<file path="src/rtl/prbs_pkg.sv">
// Shared types, default polynomials and the feedback helper for the PRBS checker.
package prbs_pkg;

  typedef enum logic [1:0] {
    SEED   = 2'd0,
    ACQ    = 2'd1,
    LOCKED = 2'd2
  } prbs_state_e;

  localparam int unsigned MAX_W = 64;

  localparam logic [15:0] PRBS16_TAPS = 16'hB400;
  localparam logic [3:0]  PRBS4_TAPS  = 4'b1100;

  // Fibonacci feedback: XOR of every register bit selected by the tap mask.
  function automatic logic lfsr_predict(input logic [MAX_W-1:0] r,
                                        input logic [MAX_W-1:0] taps);
    return ^(r & taps);
  endfunction

endpackage

</file>
<file path="src/rtl/prbs_predictor.sv">
// Local LFSR that either tracks the received stream or free-runs on its own
// prediction (flywheel) so that line errors cannot corrupt it.
module prbs_predictor
  import prbs_pkg::*;
#(
  parameter int unsigned      WIDTH = 16,
  parameter logic [WIDTH-1:0] TAPS  = PRBS16_TAPS
) (
  input  logic             i_clk,
  input  logic             i_rst,
  input  logic             shift_en,
  input  logic             sel_pred,
  input  logic             rx_bit,
  output logic [WIDTH-1:0] r,
  output logic             p_c
);

  logic x_c;

  assign p_c = lfsr_predict(MAX_W'(r), MAX_W'(TAPS));
  assign x_c = sel_pred ? p_c : rx_bit;

  always_ff @(posedge i_clk or posedge i_rst) begin
    if (i_rst) begin
      r <= '0;
    end else if (shift_en) begin
      r <= {r[WIDTH-2:0], x_c};
    end
  end

endmodule

</file>
<file path="config.mk">
export PLATFORM = sky130hd
export DESIGN_NAME = prbs_predictor
export DESIGN_NICKNAME = d
export VERILOG_FILES = /design/src/rtl/prbs_pkg.sv /design/src/rtl/prbs_predictor.sv
export SDC_FILE = /design/constraint.sdc
export NUM_CORES = 1
export LEC_CHECK = 0
export ABC_AREA = 1
export BUFFER_PORTS_ARGS = -buffer_cell sky130_fd_sc_hd__buf_2
export CAP_MARGIN = 0
export CORE_MARGIN = 2
export CORE_UTILIZATION = 45
export CTS_BUF_LIST = sky130_fd_sc_hd__clkbuf_16
export DETAILED_ROUTE_END_ITERATION = 8
export PLACE_DENSITY = 0.72
export SLEW_MARGIN = 10
export SYNTH_ARGS = -nofsm -noshare
export SYNTH_HDL_FRONTEND = slang
export SYNTH_SLANG_ARGS = --single-unit
</file>
<file path="constraint.sdc">
create_clock -name i_clk -period 1.3 [get_ports i_clk]
set_clock_uncertainty 0.1 [all_clocks]
set_input_delay 0.26 -clock i_clk [delete_from_list [all_inputs] [get_ports i_clk]]
set_output_delay 0.26 -clock i_clk [all_outputs]
set_load 0.02 [all_outputs]
</file>
==> After elaboration in Yosys (flattened, before gate mapping) <==
Index checks and enable logic that the tools add are counted.
W data, S select, Z words.
{ "op_classes": {"n_mux": 1, "reduce_logical": 1} }
{ "ops": {"columns": ["cell", "count"], "rows": [
  ["$reduce_xor A64 Y1", 1],
  ["$mux W1", 1]
]} }
{ "totals": {"ff_bits": 16, "in_bits": 5, "output_inout_bits": 17, "word_cells": 3} }

==> Logic depth before layout (Yosys ltp) <==
{ "depth": {"word_depth": 2, "ltp_mapped": 7} }

==> Worst setup path after synthesis <==
OpenSTA, ideal clock, no wires.
{ "synth_path": {"path_type": "reg2out", "startpoint": "register r[12]", "endpoint": "output port p_c", "arrival_time_ns": 0.907, "required_time_ns": 0.940, "slack_ns": 0.033, "path_stages_with_launch": 6, "n_path_buf": 0, "cell_sequence": "dfrtp_1 nand2_1 inv_1 nor2_1 nand2_1 nand2_1"} }
{ "synth_between": {"elab_chain_len": 1} }
{ "synth_rtl": {"columns": ["element", "line_no", "rtl"], "rows": [
  ["start: declaration", "prbs_predictor.sv:14", "output logic [WIDTH-1:0] r,"],
  ["start signal: assignment", "prbs_predictor.sv:27", "r <= {r[WIDTH-2:0], x_c};"],
  ["$reduce_xor A64 Y1", "prbs_pkg.sv:18", "return ^(r & taps);"],
  ["end: declaration", "prbs_predictor.sv:15", "output logic p_c"]
]} }
No other way between the ends.

==> Worst setup path after layout <==
{ "layout_path": {"startpoint": "register r[10]", "endpoint": "output port p_c"} }
The elaborated chain is that of the path after synthesis.

==> results.py <==
metrics = {
    "clock_tree": {
        "htree_levels": 1,
        "post_cts_buffers": 0,
        "cts_buffers": 3,
        "path_clk_slew_ns": 0.05,
        "clock_latency_ns": 0.24,
        "cts_max_path_buffers": 2,
        "cts_tree": "done",
        "cts-root-buf": "clkbuf_16",
        "clock_sinks": 16,
    },
    "pwr": {
        "powerDensity_mw_per_mm2": 1870,
        "ir_worst_vdd_mv": 1.16,
        "fin_total_pwr_mw": 1.66,
        "p_leak_nw": 0.516,
    },
    "worst_setup_path": {
        "required_ns": 0.94,
        "criticalPathCategory": "register to output pin",
        "cp_num_buf_inv": 2,
        "crit_path_start": "r[10]",
        "path_delay_family": "flip-flops",
        "cp.arrival_ns": 1.11,
        "critPathMaxFanout": 4,
        "cp_cell_sequence": "nand2_1 > inv_1 > nor2_1 > nand2_1 > nand2_1 > buf_6",
        "cp-end-kind": "output pin",
        "slowest_stage": "dfrtp_1",
        "worst_path_largest_cell_delay_ns": 0.40,
        "cp_common_cell": "nand2_1",
        "start_kind": "register",
        "reg2reg_from": "r[13]",
    },
    "global_route": {
        "grt_pass1_vias": 550,
        "grt_pass1_wl_microns": 2300,
        "grt_max_degree": 17,
        "overflow": 0,
        "antenna_found_initial": 0,
        "track_usage_pct": 17.1,
    },
    "die": {
        "start_util_pct": 46.4,
        "core_sq_mm": 0.00147,
        "die_h_microns": 43.0,
        "die_w_microns": 43.0,
        "placementRows": 14,
        "pin_count": 22,
        "die_area_sq_mm": 0.00185,
    },
    "timing": {
        "setup_viol": 1,
        "slew_headroom_pct": 84.0,
        "worst_slack_ns": -0.174,
        "fin_crit_sh_pct": 113,
        "tightest_slew_ns": 0.240,
        "fin_crit_ns": 1.47,
        "max_clock_freq_mhz": 678,
        "drv_slew": 0,
        "rsz0062_at_grt": "yes",
        "finalHoldViolations": 0,
    },
    "logic_synthesis": {
        "synthCells": 82,
        "synth-seq-cells": 16,
        "async_flop_share_pct": 100,
        "synth_ff_type": "dfrtp_1",
        "syn_avg_cell_area_sq_um": 8.33,
        "yosysMostFrequentCell": "nand2_1",
        "syn_nets": 87,
        "yosys-top-cells-count": "41 x nand2_1, 16 x dfrtp_1, 7 x inv_1, 7 x o21ai_0, 4 x nor2_1",
        "synth_cell_types": 11,
        "synth_top_cell_by_area": "dfrtp_1",
        "synth_edf_count": 0,
        "yosysWarnings": 0,
        "yosysTopAreaCellShare_pct": 58.6,
        "synthTopCellsByArea": "dfrtp_1 59%, nand2_1 23%, o21ai_0 5.1%",
        "yosysSeqAreaShare_pct": 58.6,
        "synth_area_sq_um": 683,
    },
    "final_layout": {
        "multi_input_area_sq_um": 226,
        "largest_reg_flops": 16,
        "top_register": "r",
        "top_regs": "r: 16 flops",
        "final_area_sq_um": 888,
        "layout.area.seq_sq_um": 400,
        "layout-drive-gt1-share_pct": 27.4,
        "fillCellCount": 142,
        "num_antenna_cells": 0,
        "fin_nets": 113,
        "syn2layout_area_growth_pct": 30.0,
    },
    "status": {
        "violations": "negative setup slack",
        "outcome": "finished with violations",
    },
    "route": {
        "num_vias": 565,
        "initialDrtViolationCount": 6,
        "drt_wl_total_microns": 1280,
        "viasPerCell": 4.63,
        "wire_per_inst_microns": 10.5,
        "drcViolationCount": 0,
        "antenna_left": 0,
        "first_pass_iters": 4,
    },
    "place": {
        "gp_congestion": 0.792,
        "post-place-ws_ns": 0.0525,
        "port_buffers": 21,
        "hpwl_microns": 924,
        "dpl_cell_area_sq_um": 797,
    },
    "min_path": {
        "min-delay-start": "shift_en",
        "hold_path_class": "primary input to register",
    },
    "flow_run": {
        "drv_cap": 0,
    },
}
[per-layer routing]
metal / share of wire, % / GRT usage (%)
met5: 0 / 0
met4: 0.31 / 7.27
met3: 5.2 / 3.83
met2: 45 / 26.1
met1: 49 / 23.5
[placed cells by master (no fill, tap or decap)]
cell type      instances
nor2_1                 4
buf_4                  2
xnor2_1                1
inv_2                  2
buf_2                 20
nand2_1               41
dlygate4sd3_1          1
dfrtp_1               16
buf_6                  1
o21ai_0                7
inv_1                  6
clkbuf_16              3
nand3_1                1
o21ai_2                1
[layout make-up]
cell class | count | share of cell area, %
Clock buffer | 3 | 8.45
Inverter | 8 | 3.38
Multi-Input combinational cell | 55 | 25.5
Sequential cell | 16 | 45.1
Tap cell | 16 | 2.25
Timing Repair Buffer | 24 | 15.4
[through the flow]
| stage | instances | util, % | TNS [ns] | hold slack (ns) |
|---|---|---|---|---|
| 2_1_floorplan | 82 | - | 0 | 0.0737 |
| 3_3_place_gp | 118 | 54.2 | 0 | 0.171 |
| 3_5_place_dp | 118 | 54.2 | 0 | 0.175 |
| 4_1_cts | 122 | 60.4 | -0.175 | 0.234 |
| 5_1_grt | 122 | 60.4 | -0.285 | 0.258 |
| 6_report | 122 | 60.4 | -0.174 | 0.229 |
[what timing repair did]
item / 4_1_cts / 5_1_grt
gates cloned: 0 / 0
hold endpoints to repair: 16 / 0
pin swaps: 1 / 0
endpoints found under the setup margin: 1 / 1
gates resized for setup: 3 / 0
hold buffers: 1 / 0
[final timing paths]
check / cells after the start / to / slack (ns)
worst max-delay path: 6 / p_c / -0.17
worst max register to register: 7 / r[0] / 0.24
min in group asynchronous: 4 / r[0] / 0.46
worst min register to register: 2 / r[9] / 0.39
worst min-delay path: 3 / r[1] / 0.23
max in group asynchronous: 4 / r[13] / 0.46
[worst min-delay path, delay by kind of cell]
family / cells / cell delay (ns)
AND/OR/NAND/NOR: 2 / 0.12
buffers and inverters: 1 / 0.15
[cells by family after synthesis]
| kind of cell | after synthesis | synth area share [%] |
|---|---|---|
| AOI/OAI and AO/OA | 8 | 6.41 |
| and+or+nand+nor | 46 | 25.5 |
| xor gates and xnor gates | 1 | 1.28 |
| buffers and inverters | 11 | 8.24 |
| DFF | 16 | 58.6 |
[report_power, final]
part | internal [mW] | total [mW] | leakage, nW | switching [mW]
combinational | 0.163 | 0.440 | 0.269 | 0.277
sequential | 0.586 | 0.657 | 0.211 | 0.0711
clock | 0.401 | 0.565 | 0.0370 | 0.164
total | 1.15 | 1.66 | 0.516 | 0.512
Power figures use the tool's default switching activity.
